**src/rtl/mips_mc_control.sv**
```systemverilog
// Multi-cycle MIPS main control FSM: walks each instruction through fetch, decode,
// execute, memory and writeback, and drives every datapath enable and mux select.
module mips_mc_control #(
    parameter logic [5:0] OP_RTYPE = 6'b000000,
    parameter logic [5:0] OP_LW    = 6'b100011,
    parameter logic [5:0] OP_SW    = 6'b101011,
    parameter logic [5:0] OP_BEQ   = 6'b000100,
    parameter logic [5:0] OP_ADDI  = 6'b001000,
    parameter logic [5:0] OP_J     = 6'b000010
) (
    input  logic       clk,
    input  logic       reset,
    input  logic [5:0] op,
    output logic       PCWrite,
    output logic       PCWriteCond,
    output logic       IorD,
    output logic       MemRead,
    output logic       MemWrite,
    output logic       IRWrite,
    output logic       MemtoReg,
    output logic       RegDst,
    output logic       RegWrite,
    output logic       ALUSrcA,
    output logic [1:0] ALUSrcB,
    output logic [1:0] ALUOp,
    output logic [1:0] PCSource,
    output logic [3:0] state,
    output logic       instr_done,
    output logic       illegal_op
);

    typedef enum logic [3:0] {
        FETCH   = 4'd0,
        DECODE  = 4'd1,
        MEMADR  = 4'd2,
        MEMRD   = 4'd3,
        MEMWB   = 4'd4,
        MEMWR   = 4'd5,
        RTYPEEX = 4'd6,
        RTYPEWB = 4'd7,
        BEQEX   = 4'd8,
        ADDIEX  = 4'd9,
        ADDIWB  = 4'd10,
        JEX     = 4'd11
    } state_t;

    typedef struct packed {
        logic       pc_write;
        logic       pc_write_cond;
        logic       iord;
        logic       mem_read;
        logic       mem_write;
        logic       ir_write;
        logic       mem_to_reg;
        logic       reg_dst;
        logic       reg_write;
        logic       alu_src_a;
        logic [1:0] alu_src_b;
        logic [1:0] alu_op;
        logic [1:0] pc_source;
        logic       instr_done;
    } ctrl_t;

    state_t state_q;
    ctrl_t  ctrl_q;

    function automatic logic is_legal(input logic [5:0] opcode);
        return (opcode == OP_RTYPE) || (opcode == OP_LW) || (opcode == OP_SW) ||
               (opcode == OP_BEQ) || (opcode == OP_ADDI) || (opcode == OP_J);
    endfunction

    function automatic state_t next_state(input state_t s, input logic [5:0] opcode);
        case (s)
            FETCH:   return DECODE;
            DECODE: begin
                if (opcode == OP_LW || opcode == OP_SW) return MEMADR;
                else if (opcode == OP_RTYPE)            return RTYPEEX;
                else if (opcode == OP_BEQ)              return BEQEX;
                else if (opcode == OP_ADDI)             return ADDIEX;
                else if (opcode == OP_J)                return JEX;
                else                                    return FETCH;
            end
            MEMADR:  return (opcode == OP_LW) ? MEMRD : MEMWR;
            MEMRD:   return MEMWB;
            RTYPEEX: return RTYPEWB;
            ADDIEX:  return ADDIWB;
            default: return FETCH;
        endcase
    endfunction

    function automatic ctrl_t ctrl_for(input state_t s);
        ctrl_t c;
        c = '0;
        case (s)
            FETCH:   begin c.mem_read = 1'b1; c.ir_write = 1'b1; c.alu_src_b = 2'b01; c.pc_write = 1'b1; end
            DECODE:  begin c.alu_src_b = 2'b11; end
            MEMADR:  begin c.alu_src_a = 1'b1; c.alu_src_b = 2'b10; end
            MEMRD:   begin c.mem_read = 1'b1; c.iord = 1'b1; end
            MEMWB:   begin c.reg_write = 1'b1; c.mem_to_reg = 1'b1; c.instr_done = 1'b1; end
            MEMWR:   begin c.mem_write = 1'b1; c.iord = 1'b1; c.instr_done = 1'b1; end
            RTYPEEX: begin c.alu_src_a = 1'b1; c.alu_op = 2'b10; end
            RTYPEWB: begin c.reg_write = 1'b1; c.reg_dst = 1'b1; c.instr_done = 1'b1; end
            BEQEX: begin
                c.alu_src_a     = 1'b1;
                c.alu_op        = 2'b01;
                c.pc_write_cond = 1'b1;
                c.pc_source     = 2'b01;
                c.instr_done    = 1'b1;
            end
            ADDIEX:  begin c.alu_src_a = 1'b1; c.alu_src_b = 2'b10; end
            ADDIWB:  begin c.reg_write = 1'b1; c.instr_done = 1'b1; end
            JEX:     begin c.pc_write = 1'b1; c.pc_source = 2'b10; c.instr_done = 1'b1; end
            default: c = '0;
        endcase
        return c;
    endfunction

    // Outputs are registered from the state being entered, so they line up with state_q.
    always_ff @(posedge clk or posedge reset) begin
        if (reset) begin
            state_q <= FETCH;
            ctrl_q  <= ctrl_for(FETCH);
        end else begin
            state_q <= next_state(state_q, op);
            ctrl_q  <= ctrl_for(next_state(state_q, op));
        end
    end

    // Reset masks everything so no write strobe can leak out while it is held.
    assign PCWrite     = ctrl_q.pc_write      & ~reset;
    assign PCWriteCond = ctrl_q.pc_write_cond & ~reset;
    assign IorD        = ctrl_q.iord          & ~reset;
    assign MemRead     = ctrl_q.mem_read      & ~reset;
    assign MemWrite    = ctrl_q.mem_write     & ~reset;
    assign IRWrite     = ctrl_q.ir_write      & ~reset;
    assign MemtoReg    = ctrl_q.mem_to_reg    & ~reset;
    assign RegDst      = ctrl_q.reg_dst       & ~reset;
    assign RegWrite    = ctrl_q.reg_write     & ~reset;
    assign ALUSrcA     = ctrl_q.alu_src_a     & ~reset;
    assign ALUSrcB     = reset ? 2'b00 : ctrl_q.alu_src_b;
    assign ALUOp       = reset ? 2'b00 : ctrl_q.alu_op;
    assign PCSource    = reset ? 2'b00 : ctrl_q.pc_source;
    assign instr_done  = ctrl_q.instr_done    & ~reset;
    assign state       = reset ? 4'd0 : state_q;
    assign illegal_op  = ~reset & (state_q == DECODE) & ~is_legal(op);

endmodule

```
**config.mk**
```make
export PLATFORM = sky130hd
export DESIGN_NAME = mips_mc_control
export DESIGN_NICKNAME = d
export VERILOG_FILES = /design/src/rtl/mips_mc_control.sv
export SDC_FILE = /design/constraint.sdc
export NUM_CORES = 1
export LEC_CHECK = 0
export ABC_AREA = 1
export BUFFER_PORTS_ARGS = -buffer_cell sky130_fd_sc_hd__buf_4
export CAP_MARGIN = 20
export CORE_MARGIN = 3
export CORE_UTILIZATION = 46
export DETAILED_ROUTE_END_ITERATION = 7
export PLACE_DENSITY = 0.86
export SYNTH_ARGS = -nofsm -noshare
export SYNTH_HDL_FRONTEND = slang
export SYNTH_SLANG_ARGS = --single-unit
```
**constraint.sdc**
```tcl
create_clock -name clk -period 1.4 [get_ports clk]
set_input_delay 0.14 -clock clk [delete_from_list [all_inputs] [get_ports clk]]
set_output_delay 0.14 -clock clk [all_outputs]
set_load 0.005 [all_outputs]
```
# [Word-level counts from Yosys, hierarchy flattened]
# Cells that the tools add are included.
[totals] ff_bits=21 inputBits=8 output_inout_bits=22 wordCells=92
[op_classes] n_eq_ne=21 muxes=25 bitwise=15 reduce_logical=16
[op_table] cell="2-to-1 mux 4 bit" n=6
[op_table] cell="case mux 4 bit (6 select lines)" n=1
[op_table] cell="== test 4 x 3 -> 1 bit (second input constant)" n=5
[op_table] cell="== test 4 bit (second input constant)" n=5
[op_table] cell="== test 4 x 2 -> 1 bit (second input constant)" n=4
[op_table] cell="bitwise AND 1 bit" n=13
[op_table] cell="== test 6 bit (second input constant)" n=2
[op_table] cell="2-to-1 mux 1 bit" n=11
[op_table] cell="== test 4 x 1 -> 1 bit (second input constant)" n=2
[op_table] cell="zero test 4 bit" n=2
[op_table] cell="case mux 2 bit (2 select lines)" n=2
[op_table] cell="OR reduction 2 bit" n=4
[op_table] cell="== test 6 x 2 -> 1 bit (second input constant)" n=1
[op_table] cell="== test 6 x 3 -> 1 bit (second input constant)" n=1
[op_table] cell="== test 6 x 4 -> 1 bit (second input constant)" n=1
[op_table] cell="zero test 6 bit" n=1
[op_table] cell="logical OR 1 bit" n=6
[op_table] cell="2-to-1 mux 2 bit" n=3
[op_table] cell="case mux 2 bit (3 select lines)" n=1
[op_table] cell="OR reduction 6 bit" n=1
[op_table] cell="OR reduction 4 bit" n=1
[op_table] cell="2-to-1 mux 3 bit" n=1
[op_table] cell="OR reduction 3 bit" n=1
[op_table] cell="NOT 1 bit" n=2

# [Depth between registers and ports, before layout]
# Gate-level depths: netlist of the first run.
[logic_depth] depth_word=10 mapped_depth=11 mapped_depth_nobuf=11

# [Worst setup path before layout of the first run]
# No wires, ideal clock.
[synth_timing] path_kind="register -> register" startpoint="reg state_q[3]" endpoint="reg ctrl_q[6] (netlist bit)" setup_time_ns=0.122 arrival_time_ns=1.223 required_ns=1.278 path_slack_ns=0.055 stages_incl_launch_ff=9 n_path_buf=0 synth_period_minus_slack_ns=1.345 cell_sequence="dfrtp_1 nor2_2 nand3_1 nor2_2 nor2_2 nand3_1 nor2_1 nor2_1 nand2_1"
[synth_via] elab_chain_len=5 word_cells_on_any_way=13 classes_between="8 x eq/ne; 2 x mux; 3 x reduce/logical"
[synth_lines] element="from (decl)" line_no="64" text="state_t state_q;"
[synth_lines] element="from (signal assigned)" line_no="124" text="state_q <= next_state(state_q, op);"
[synth_lines] element="== test 4 bit (tied with other cells)" line_no="73" text="case (s)"
[synth_lines] element="case mux 4 bit (6 select lines) *" line_no="73"
[synth_lines] element="== test 4 bit / == test 4 x 2 -> 1 bit (equally long branches)" line_no="94" text="case (s)"
[synth_lines] element="OR reduction 2 bit (no source line)"
[synth_lines] element="case mux 2 bit (3 select lines) *" line_no="94"
[synth_lines] element="to (signal assigned)" line_no="122" text="ctrl_q <= ctrl_for(FETCH);"
[synth_lines] element="to (signal assigned)" line_no="125" text="ctrl_q <= ctrl_for(next_state(state_q, op));"
[synth_lines] element="to (decl)" line_no="65" text="ctrl_t ctrl_q;"
# Every way passes the cells marked *; elsewhere a longest branch is shown, timed or not.

# [Worst setup path in the final report of the first run]
[layout_timing] startpoint="reg state_q[0]" endpoint="reg ctrl_q[7] (netlist bit)"
[layout_via] elab_chain_len=5 word_cells_on_any_way=13 classes_between="9 x eq/ne; 2 x mux; 2 x reduce/logical"
[layout_lines] element="== test 4 bit (tied with other cells)" line_no="73"
[layout_lines] element="case mux 4 bit (6 select lines) *" line_no="73"
[layout_lines] element="== test 4 bit (tied with other cells)" line_no="94"
[layout_lines] element="OR reduction 4 bit (no source line) *"
[layout_lines] element="2-to-1 mux 1 bit *" line_no="94"
# Marked as above.

==> impl_results.md, run 1 <==
* CP max FO at 5
* Row count at 17
* Worst hold endpoint: ctrl_q[13]
* WP data arrival at 1.76 ns
* Most common cell after layout, fill and taps aside: buf_4
* Initial Util at 49.42%
* Initial antenna violation count at 0
* Clock tree buffer depth at 2
* Crit start category: flop
* Die Span Y at 55.45 µm
* Outcome: finished with violations
* Lkg Pwr at 0.9521 nW
* Die area at 3075 µm²
* RePlAce Congestion at 0.8827
* Required @ worst endpoint at 1.60 ns
* Die W at 55.45 µm
* Avg Cell Area, Syn at 7.499 µm²
* Sink Count at 20
* Clock Skew at 0.004970 ns
* FMAX at 644.3 MHz
* First-pass GRT wire length at 5361 µm
* IO Pins at 30
* R2r worst-path depth at 11
* CTS tree: yes
* Setup TNS at -1.166 ns
* DRT antenna net count at 0
* Remaining routing DRC violations at 0
* Total GRT Usage at 22.13%
* Layout Nets at 212
* Synth Warn # at 0
* #FFs+latches synth at 20
* Area Growth Syn to Fin at 49.61%
* Critical path type: flop to flop
* Core ar. at 2276 µm²
* Register area share after synthesis at 44.94%
* Via Count at 1,216
* Largest net degree at the start of global routing at 23
* Synth cell types at 21
* Post-placement cell area at 1408 µm²
* Router iterations before antenna repair at 4
* Rel. slew slack at 79.45%
* Wire length per cell at 15.47 µm
* Grt total ovfl at 0
* Slew Limit Fails at 0
* Final Cell Area at 1683 µm²
* Root Driver: clkbuf_4
* RSZ-0062 raised after global routing: true
* Final worst path period need at 1.552 ns
* Share of post-route cells with drive strength above 1 at 48.28%
* R2r endpoint: ctrl_q[7]
* CTS buffer count at 3
* Worst-Margin Slew at 0.3072 ns
* Reg-to-reg startpoint: state_q[0]
* Ant diodes at 0
* Most frequent cells in the layout: buf_4 (48), nor2_1 (33), inv_1 (31), dfrtp_1 (15), nand2_1 (12)
* Drt total wl at 3573 µm
* Vias per cell at 5.264
* Number of max-cap violations at 0
* Hold Path Cell Cnt at 4
* Clk slew on worst S/H paths at 0.11 ns
* H-tree Lvls at 1
* Setup crit end kind: flop
* Clock latency on the worst-skew pair at 0.31 ns
* Setup ws final at -0.1522 ns
* Maximum VDD drop at 0.001142 V
* Buffers on Ports at 29
* Final hold violation count at 0
* Hold Crit Class: input port to flop
* HPWL Detailed at 1980 µm
* Post-Syn Nets at 158
* Iter 0 DRT Violations at 71
* Power Density at 1410 nW/µm²
* Syn Inst Count at 150
* Mapped Area at 1125 µm²
* Failing checks: negative setup slack
* Fin crit share at 110.9%
* FF-to-FF setup slack at -0.15 ns
* Hold Path Origin: op[4]
* Number of global-route vias before repair at 1,201
* Final Setup Violations at 12
-- logic make-up after synthesis --
group                  count (synthesis)  share of synthesized area [%]
buffers and inverters                 41                          14.02
AOI/OAI and AO/OA                      4                          3.337
and+or+nand+nor                       85                          37.71
DFF                                   20                          44.94
-- flip-flops by register name, indices dropped and copies added, names as in the netlist --
name and cells:
state_q 4, ctrl_q 16
-- report_power, final --
| group | internal, W | leakage (nW) | switching (W) |
|---|---|---|---|
| clock network | 0.000159 | 0.0210 | 0.000182 |
| logic | 0.000570 | 0.673 | 0.000675 |
| registers | 0.000738 | 0.258 | 0.0000491 |
-- worst max-delay path by stage --
stage / from / end / depth (start not counted)
6_report: state_q[0] / ctrl_q[7] / 11
5_1_grt: state_q[0] / ctrl_q[7] / 11
4_1_cts: state_q[0] / illegal_op / 7
3_5_place_dp: state_q[2] / ctrl_q[6] / 8
3_3_place_gp: state_q[2] / ctrl_q[6] / 8
2_1_floorplan: state_q[3] / ctrl_q[6] / 8
-- layer usage --
layer | part of all wire, % | wire length [µm] | track usage, %
met5 | 0 | 0 | 0
met4 | 4.2 | 150 | 14.93
met3 | 8.2 | 294 | 5.841
met2 | 52 | 1853 | 37.33
met1 | 36 | 1275 | 24.07
-- layout make-up --
type	instances	area (µm²)
Fill cell	149	593.1
Multi-Input combinational cell	89	555.5
Sequential cell	20	506.7
Timing Repair Buffer	52	404.1
Inverter	38	145.1
Clock buffer	4	36.28
Tap cell	28	35.03
-- critical path, cell delays in order (launching register included) --
cell and delay, ns:
dfrtp_1 0.42, inv_2 0.10, nor2_4 0.04, buf_4 0.14
nand3_4 0.08, nand2_4 0.06, nor2_4 0.17, nand2_4 0.11
nand2_1 0.09, nor2_1 0.05, nor2_1 0.12, nand2_1 0.08
-- cells in the mapped netlist (all sizes together) --
master / n / area share, %
o21ai: 2 / 1.2
clkbuf: 2 / 0.67
o21bai: 1 / 1.7
nand3b: 1 / 0.67
nand2: 21 / 8.8
a21oi: 1 / 0.44
nand3: 17 / 8.5
buf: 1 / 0.67
dfrtp: 16 / 36
inv: 38 / 13
nor2: 43 / 17
dfstp: 4 / 9.3
nor3: 3 / 2.3
-- what timing repair did --
action,4_1_cts,5_1_grt
endpoints found under the hold margin,16,0
hold buffers,1,0
pin swaps,7,10
resized for setup,12,19
setup endpoints to repair,6,14
setup buffers,11,5
-- through the flow --
| step | util (%) | cells | power [W] | worst slack, ns | hold slack, ns |
|---|---|---|---|---|---|
| 6_report | 73.94 | 231 | 0.002373 | -0.1522 | 0.2093 |
| 5_1_grt | 73.94 | 231 | 0.002521 | -0.2323 | 0.2138 |
| 4_1_cts | 69.60 | 226 | 0.002153 | -0.1159 | 0.2111 |
| 3_5_place_dp | 61.85 | 210 | 0.001611 | -0.06718 | 0.3043 |
| 3_3_place_gp | 61.85 | 210 | 0.001569 | -0.00004341 | 0.2916 |
| 2_1_floorplan | - | 150 | 0.001324 | 0.05470 | 0.3111 |
Note: power is estimated with default switching activity, not from simulation.
==> inputs of run 2 (changes only) <==
==> constraint.sdc (replaced) <==
create_clock -name clk -period 1.25 [get_ports clk]
set_input_delay 0.125 -clock clk [delete_from_list [all_inputs] [get_ports clk]]
set_output_delay 0.125 -clock clk [all_outputs]
set_load 0.005 [all_outputs]
==> run 2 against run 1 <==
Non-clock buffer count is 23 higher. Die area unchanged. Routed wire length increased by 46%. Hold slack improved by 0.13 ns. The flow still finishes with violations (negative setup slack). Sequential share of layout area shrank 5.1 points. Critical path type unchanged. Design area increased by 21%. Flip-flop and latch count is the same. Maximum frequency is 8.6% lower. Largest power group unchanged. Utilization is 15 points higher. Highest routed layer unchanged.
==> impl_results.md, run 2 (synthesis results as in run 1) <==
* R2r endpoint: ctrl_q[7]
* Most common cell after layout, fill and taps aside: buf_4
* First-pass GRT wire length at 7369 µm (+37%)
* Crit start category: flop
* Combinational power share at 55.6% (+3.1 points)
* Initial antenna violation count at 0 (unchanged)
* Setup TNS at -4.831 ns (-3.665 ns)
* M1 GR Usage at 34.98% (+11 points)
* H-tree Lvls at 1 (unchanged)
* Pre-CTS WS at -0.1842 ns (-0.1170 ns)
* Sw Share at 39.54% (+1.4 points)
* Sink Count at 20 (unchanged)
* Clk slew on worst S/H paths at 0.13 ns (+0.02 ns)
* Hold Path Origin: op[4]
* Core ar. at 2276 µm² (unchanged)
* Via Count at 1,439 (+18%)
* Internal cell power at 0.002020 W (+38%)
* RSZ-0062 raised after global routing: true
* Biggest regs: ctrl_q x16, state_q x4
* Hold Worst Slack at 0.3415 ns (+0.1322 ns)
* CP max FO at 2 (-3)
* Clock latency on the worst-skew pair at 0.34 ns (+0.03 ns)
* Largest register FFs at 16 (unchanged)
* Critical path type: flop to flop
* Share of post-route cells with drive strength above 1 at 62.83% (+15 points)
* Router iterations before antenna repair at 4 (unchanged)
* R2r worst-path depth at 10 (-1)
* Row count at 17 (unchanged)
* Die W at 55.45 µm (unchanged)
* Vias per cell at 5.665 (+7.6%)
* Drt total wl at 5214 µm (+46%)
* Number of fill cells at 88 (-41%)
* Slew Limit Fails at 0 (unchanged)
* Number of max-cap violations at 0 (unchanged)
* Power Density at 1643 nW/µm² (+17%)
* CTS tree: yes
* Grt total ovfl at 0 (unchanged)
* Outcome: finished with violations
* Fin crit share at 135.9% (+25 points)
* Root Driver: clkbuf_4
* Most frequent cells in the layout: buf_4 (55), inv_1 (24), nor2_1 (23), buf_6 (19), dfrtp_1 (14)
* Sequential power share at 27.4% (-5.8 points)
* Area Growth Syn to Fin at 80.76%
* Hold Path Cell Cnt at 5 (+1)
* Final Setup Violations at 21 (+9)
* Die area at 3075 µm² (unchanged)
* Iter 0 DRT Violations at 88 (+24%)
* Reg-to-reg startpoint: state_q[0]
* Final worst path period need at 1.699 ns (+0.1467 ns)
* Lkg Pwr at 1.108 nW (+16%)
* Gr busiest metal: met2
* Initial Util at 49.42% (unchanged)
* FMAX at 588.6 MHz (-8.6%)
* Met2 GRT Util at 55.91% (+19 points)
* Ant diodes at 0 (unchanged)
* RePlAce Congestion at 0.9225 (+4.5%)
* Power share of the clock group at 17.0% (+2.6 points)
* Clock Skew at 0.004977 ns (+0.000007190 ns)
* Number of global-route vias before repair at 1,454 (+21%)
* Die Span Y at 55.45 µm (unchanged)
* Layout Nets at 235 (+11%)
* Clock tree buffer depth at 2 (unchanged)
* Total GRT Usage at 31.77% (+9.6 points)
* Largest net degree at the start of global routing at 23 (unchanged)
* Worst-Margin Slew at 0.3144 ns (+0.007250 ns)
* Reg with most FFs: ctrl_q
* Grt met3 use at 7.009% (+1.2 points)
* Maximum VDD drop at 0.002043 V (+79%)
* Setup crit end kind: flop
* Buffers on Ports at 29 (unchanged)
* Final Non-Filler Cells at 254 (+10%)
* DP Cell Count at 227 (+8.1%)
* Setup ws final at -0.4488 ns (-0.2967 ns)
* Failing checks: negative setup slack
* Rel. slew slack at 79.04% (-0.41 points)
* DRT antenna net count at 0 (unchanged)
* Net Sw Power at 0.001321 W (+46%)
* IO Pins at 30 (unchanged)
* WP data arrival at 1.93 ns (+0.17 ns)
* HPWL Detailed at 2212 µm (+12%)
* Final hold violation count at 0 (unchanged)
* FF-to-FF setup slack at -0.45 ns (-0.30 ns)
* Worst hold endpoint: ctrl_q[13]
* Hold Crit Class: input port to flop
* Remaining routing DRC violations at 0 (unchanged)
* CTS buffer count at 3 (unchanged)
* Required @ worst endpoint at 1.48 ns (-0.12 ns)
* Wire length per cell at 20.53 µm (+33%)
* Final core utilization at 89.33% (+15 points)
## run 2: how the worst max path moves through the flow
stage / to / slack [ns] / from
3_3_place_gp: ctrl_q[6] / -0.13 / state_q[1]
5_1_grt: ctrl_q[7] / -0.48 / state_q[0]
2_1_floorplan: ctrl_q[6] / -0.08 / state_q[3]
3_5_place_dp: ctrl_q[7] / -0.18 / state_q[1]
4_1_cts: illegal_op / -0.29 / state_q[2]
6_report: ctrl_q[7] / -0.45 / state_q[0]
## run 2: power groups by stage
stage / clock network (W) / logic, W / registers [W]
floorplan: 0 / 0.000603 / 0.000897
global placement: 0 / 0.000967 / 0.000902
detailed placement: 0 / 0.00101 / 0.000909
CTS: 0.000543 / 0.00147 / 0.000887
global route: 0.000594 / 0.00194 / 0.000921
finish: 0.000569 / 0.00186 / 0.000914
## run 2: area by class of cell
| class | instances | area [µm²] | share of cell area (%) |
|---|---|---|---|
| multi-input cells | 89 | 648.1 | 31.88 |
| repair buffers | 75 | 636.9 | 31.32 |
| flip-flops and latches | 20 | 508.0 | 24.98 |
| inverters | 38 | 152.6 | 7.508 |
| well taps | 28 | 35.03 | 1.723 |
| clock inverters | 1 | 30.03 | 1.477 |
| clock buffers | 3 | 22.52 | 1.108 |
## run 2: through the flow
stage / cell area (µm²) / total power [W]
global placement: 1548 / 0.001869
CTS: 1892 / 0.002901
finish: 2033 / 0.003340
detailed placement: 1548 / 0.001915
global route: 2033 / 0.003459
floorplan: 1137 / 0.001500
## run 2: timing repair
| item | 4_1_cts | 5_1_grt |
|---|---|---|
| endpoints found under the hold margin | 4 | 0 |
| hold buffers | 1 | 0 |
| pin swaps | 13 | 18 |
| gates resized for setup | 48 | 29 |
| endpoints found under the setup margin | 18 | 25 |
| buffers inserted | 18 | 6 |
## run 2: metal layers
metal	vias up	wire [µm]
met1	685	1800
met4	0	393
met3	47	413
li1	597	-
met5	-	0
met2	110	2607
## run 2: critical path, stage by stage (launching register included)
cell     delay [ns]
dfrtp_1        0.42
inv_2          0.08
nor2_4         0.15
inv_4          0.07
buf_6          0.12
nor3_4         0.25
nor2_4         0.07
nand2_2        0.09
nor2_1         0.04
nor2_1         0.19
nand2_1        0.11
==> inputs of run 3 (changes only) <==
--- a/config.mk
+++ b/config.mk
@@ -12,6 +12,7 @@
 export CORE_UTILIZATION = 46
 export DETAILED_ROUTE_END_ITERATION = 7
 export PLACE_DENSITY = 0.86
+export SETUP_SLACK_MARGIN = 0.3
 export SYNTH_ARGS = -nofsm -noshare
 export SYNTH_HDL_FRONTEND = slang
 export SYNTH_SLANG_ARGS = --single-unit
==> run 3 against run 2 <==
The flow still finishes with violations (negative setup slack). Final cell count increased by 2.4%. Clock-buffer cell count unchanged. Sequential share of layout area shrank 1.2 points. Hold slack gained 0.020 ns. Largest cell class is now non-clock buffers. Flip-flop and latch count unchanged. Power rose by 8.6%. First-iteration DRC count rose by 100%. Worst setup slack worse by 0.14 ns. Global-route usage is 0.82 points lower. Sequential power fell by 0.8%. Non-clock buffer count rose by 6. Combinational power grew 17%. Critical endpoint unchanged.
==> impl_results.md, run 3 (synthesis results as in run 1) <==
* HPWL Detailed at 2357 µm (+6.6%)
* H-tree Lvls at 1 (unchanged)
* Final Power at 0.003628 W (+8.6%)
* Buffers on Ports at 29 (unchanged)
* Ant diodes at 0 (unchanged)
* Lkg Pwr at 1.131 nW (+2.1%)
* FF-to-FF setup slack at -0.59 ns (-0.14 ns)
* Biggest regs: ctrl_q x16, state_q x4
* Worst-Margin Slew at 0.3443 ns (+0.02989 ns)
* Required @ worst endpoint at 1.50 ns (+0.02 ns)
* Area Growth Syn to Fin at 90.10%
* Reg-to-reg startpoint: state_q[0]
* Grt total ovfl at 0 (unchanged)
* Post-placement cell area at 1560 µm² (+0.81%)
* Clk slew on worst S/H paths at 0.13 ns (about the same)
* Clock tree buffer depth at 2 (unchanged)
* Die Span Y at 55.45 µm (unchanged)
* Most frequent cells in the layout: buf_4 (57), inv_1 (23), buf_6 (21), nor2_1 (19)
* CP max FO at 2 (unchanged)
* RePlAce Congestion at 0.9151 (-0.80%)
* Die W at 55.45 µm (unchanged)
* Iter 0 DRT Violations at 180 (+100%)
* Crit start category: flop
* IO Pins at 30 (unchanged)
* Critical path type: flop to flop
* WP data arrival at 2.09 ns (+0.16 ns)
* Core ar. at 2276 µm² (unchanged)
* Vias per cell at 6.019 (+6.2%)
* CTS tree: yes
* Root Driver: clkbuf_4
* Share of post-route cells with drive strength above 1 at 65.95% (+3.1 points)
* R2r endpoint: ctrl_q[7]
* Remaining routing DRC violations at 0 (unchanged)
* Failing checks: negative setup slack
* Slew Limit Fails at 0 (unchanged)
* DRT antenna net count at 0 (unchanged)
* Clock latency on the worst-skew pair at 0.31 ns (-0.03 ns)
* Row count at 17 (unchanged)
* Maximum VDD drop at 0.001369 V (-33%)
* Hold Crit Class: input port to flop
* Crit path largest cell delay at 0.43 ns (about the same)
* FMAX at 543.5 MHz (-7.7%)
* Crit-path slowest cell: dfrtp_1
* CTS buffer count at 3 (unchanged)
* Final worst path period need at 1.840 ns (+0.1409 ns)
* First-pass GRT wire length at 7314 µm (-0.75%)
* Layout Nets at 241 (+2.6%)
* Total GRT Usage at 30.96% (-0.82 points)
* Clock Skew at 0.006889 ns (+0.001911 ns)
* Power Density at 1697 nW/µm² (+3.3%)
* Hold Path Cell Cnt at 5 (unchanged)
* Final Cell Area at 2138 µm² (+5.2%)
* Fin crit share at 147.2% (+11 points)
* Reg with most FFs: ctrl_q
* Final hold violation count at 0 (unchanged)
* Number of max-cap violations at 0 (unchanged)
* Worst hold endpoint: ctrl_q[13]
* Final Setup Violations at 24 (+14%)
* Most common cell after layout, fill and taps aside: buf_4
* Die area at 3075 µm² (unchanged)
* R2r worst-path depth at 11 (+1)
* Cell breakdown of the critical path: buf_4, buf_4, nor3_2, nand2_1, nand2_1, nand2_2, nor2_4, nand2_2, nor2_2, nor2_2, nand2_1
* Router iterations before antenna repair at 6 (+2)
* Setup crit end kind: flop
* RSZ-0062 raised after global routing: true
* Drt total wl at 6157 µm (+18%)
* Crit path max-delay family: simple AND/OR/NAND/NOR gates
* Largest register FFs at 16 (unchanged)
* WP buf/inv at 2 (-1)
* Sink Count at 20 (unchanged)
* Largest net degree at the start of global routing at 23 (unchanged)
* Initial Util at 49.42% (unchanged)
* Wire length per cell at 23.68 µm (+15%)
* Via Count at 1,565 (+8.8%)
* Number of global-route vias before repair at 1,451 (-0.21%)
* Initial antenna violation count at 0 (unchanged)
* Setup ws final at -0.5898 ns (-0.1409 ns)
* Most Frequent Cell on Critical Path: nand2_1
* Outcome: finished with violations
* Rel. slew slack at 76.96% (-2.1 points)
* Hold Path Origin: op[4]
==> run 3: changes by cell type in the layout (fill, tap and decap cells not counted), sizes merged <==
cell         change
buf              +5
dlygate4sd3      +1
==> run 3: final cells by class <==
cell class	count	area (µm²)
timing repair buffer	81	704.4
multi-input combinational	89	676.9
sequential	20	509.2
inverter	38	160.2
fill	64	137.6
tap	28	35.03
clock inverter	1	30.03
clock buffer	3	22.52
==> run 3: per-layer routing <==
layer | part of all wire, % | vias to the layer above | global-route usage [%]
met1 | 32 | 733 | 36.66
met5 | 0 | - | 0
met4 | 9.0 | 0 | 15.97
met3 | 12 | 62 | 6.776
li1 | - | 600 | -
met2 | 46 | 170 | 52.20
==> run 3: tightest hold or removal path: cells and delay by family <==
| family | cells | cell delay [ns] |
|---|---|---|
| AO/OA/AOI/OAI | 1 | 0.06 |
| buffers and inverters | 2 | 0.26 |
| AND/OR/NAND/NOR | 2 | 0.24 |
==> run 3: how the worst max path moves through the flow <==
| stage | start | to | slack (ns) | cells after the start |
|---|---|---|---|---|
| after floorplan | state_q[3] | ctrl_q[6] | -0.08 | 8 |
| after global placement | state_q[3] | ctrl_q[7] | -0.12 | 10 |
| after detailed placement | state_q[3] | illegal_op | -0.21 | 7 |
| after CTS | state_q[2] | illegal_op | -0.45 | 7 |
| after global routing | state_q[0] | ctrl_q[7] | -0.61 | 11 |
| final | state_q[0] | ctrl_q[7] | -0.59 | 11 |
==> run 3: power by group <==
part | internal [W] | switching (W)
registers | 0.000830 | 0.0000766
clock network | 0.000324 | 0.000221
logic | 0.000977 | 0.00120
==> run 3: per-stage QoR <==
step                      setup TNS, ns  utilization, %  hold WS, ns  cells  setup slack (ns)
after global routing             -9.381           93.95       0.3813    260           -0.6124
final                            -8.971           93.95       0.3615    260           -0.5898
after detailed placement         -1.593           68.55       0.1840    226           -0.2119
after CTS                        -5.510           84.55       0.2918    249           -0.4504
after global placement          -0.5960           68.55       0.1733    226           -0.1235
after floorplan                 -0.1528               -       0.2735    150          -0.07639
==> run 3: repair_timing <==
action	CTS	global route
cloned	0	0
setup endpoints to repair	41	42
pin swaps	15	14
resized for setup	46	37
hold buffers	2	0
setup buffers	17	11
hold endpoints to repair	5	0
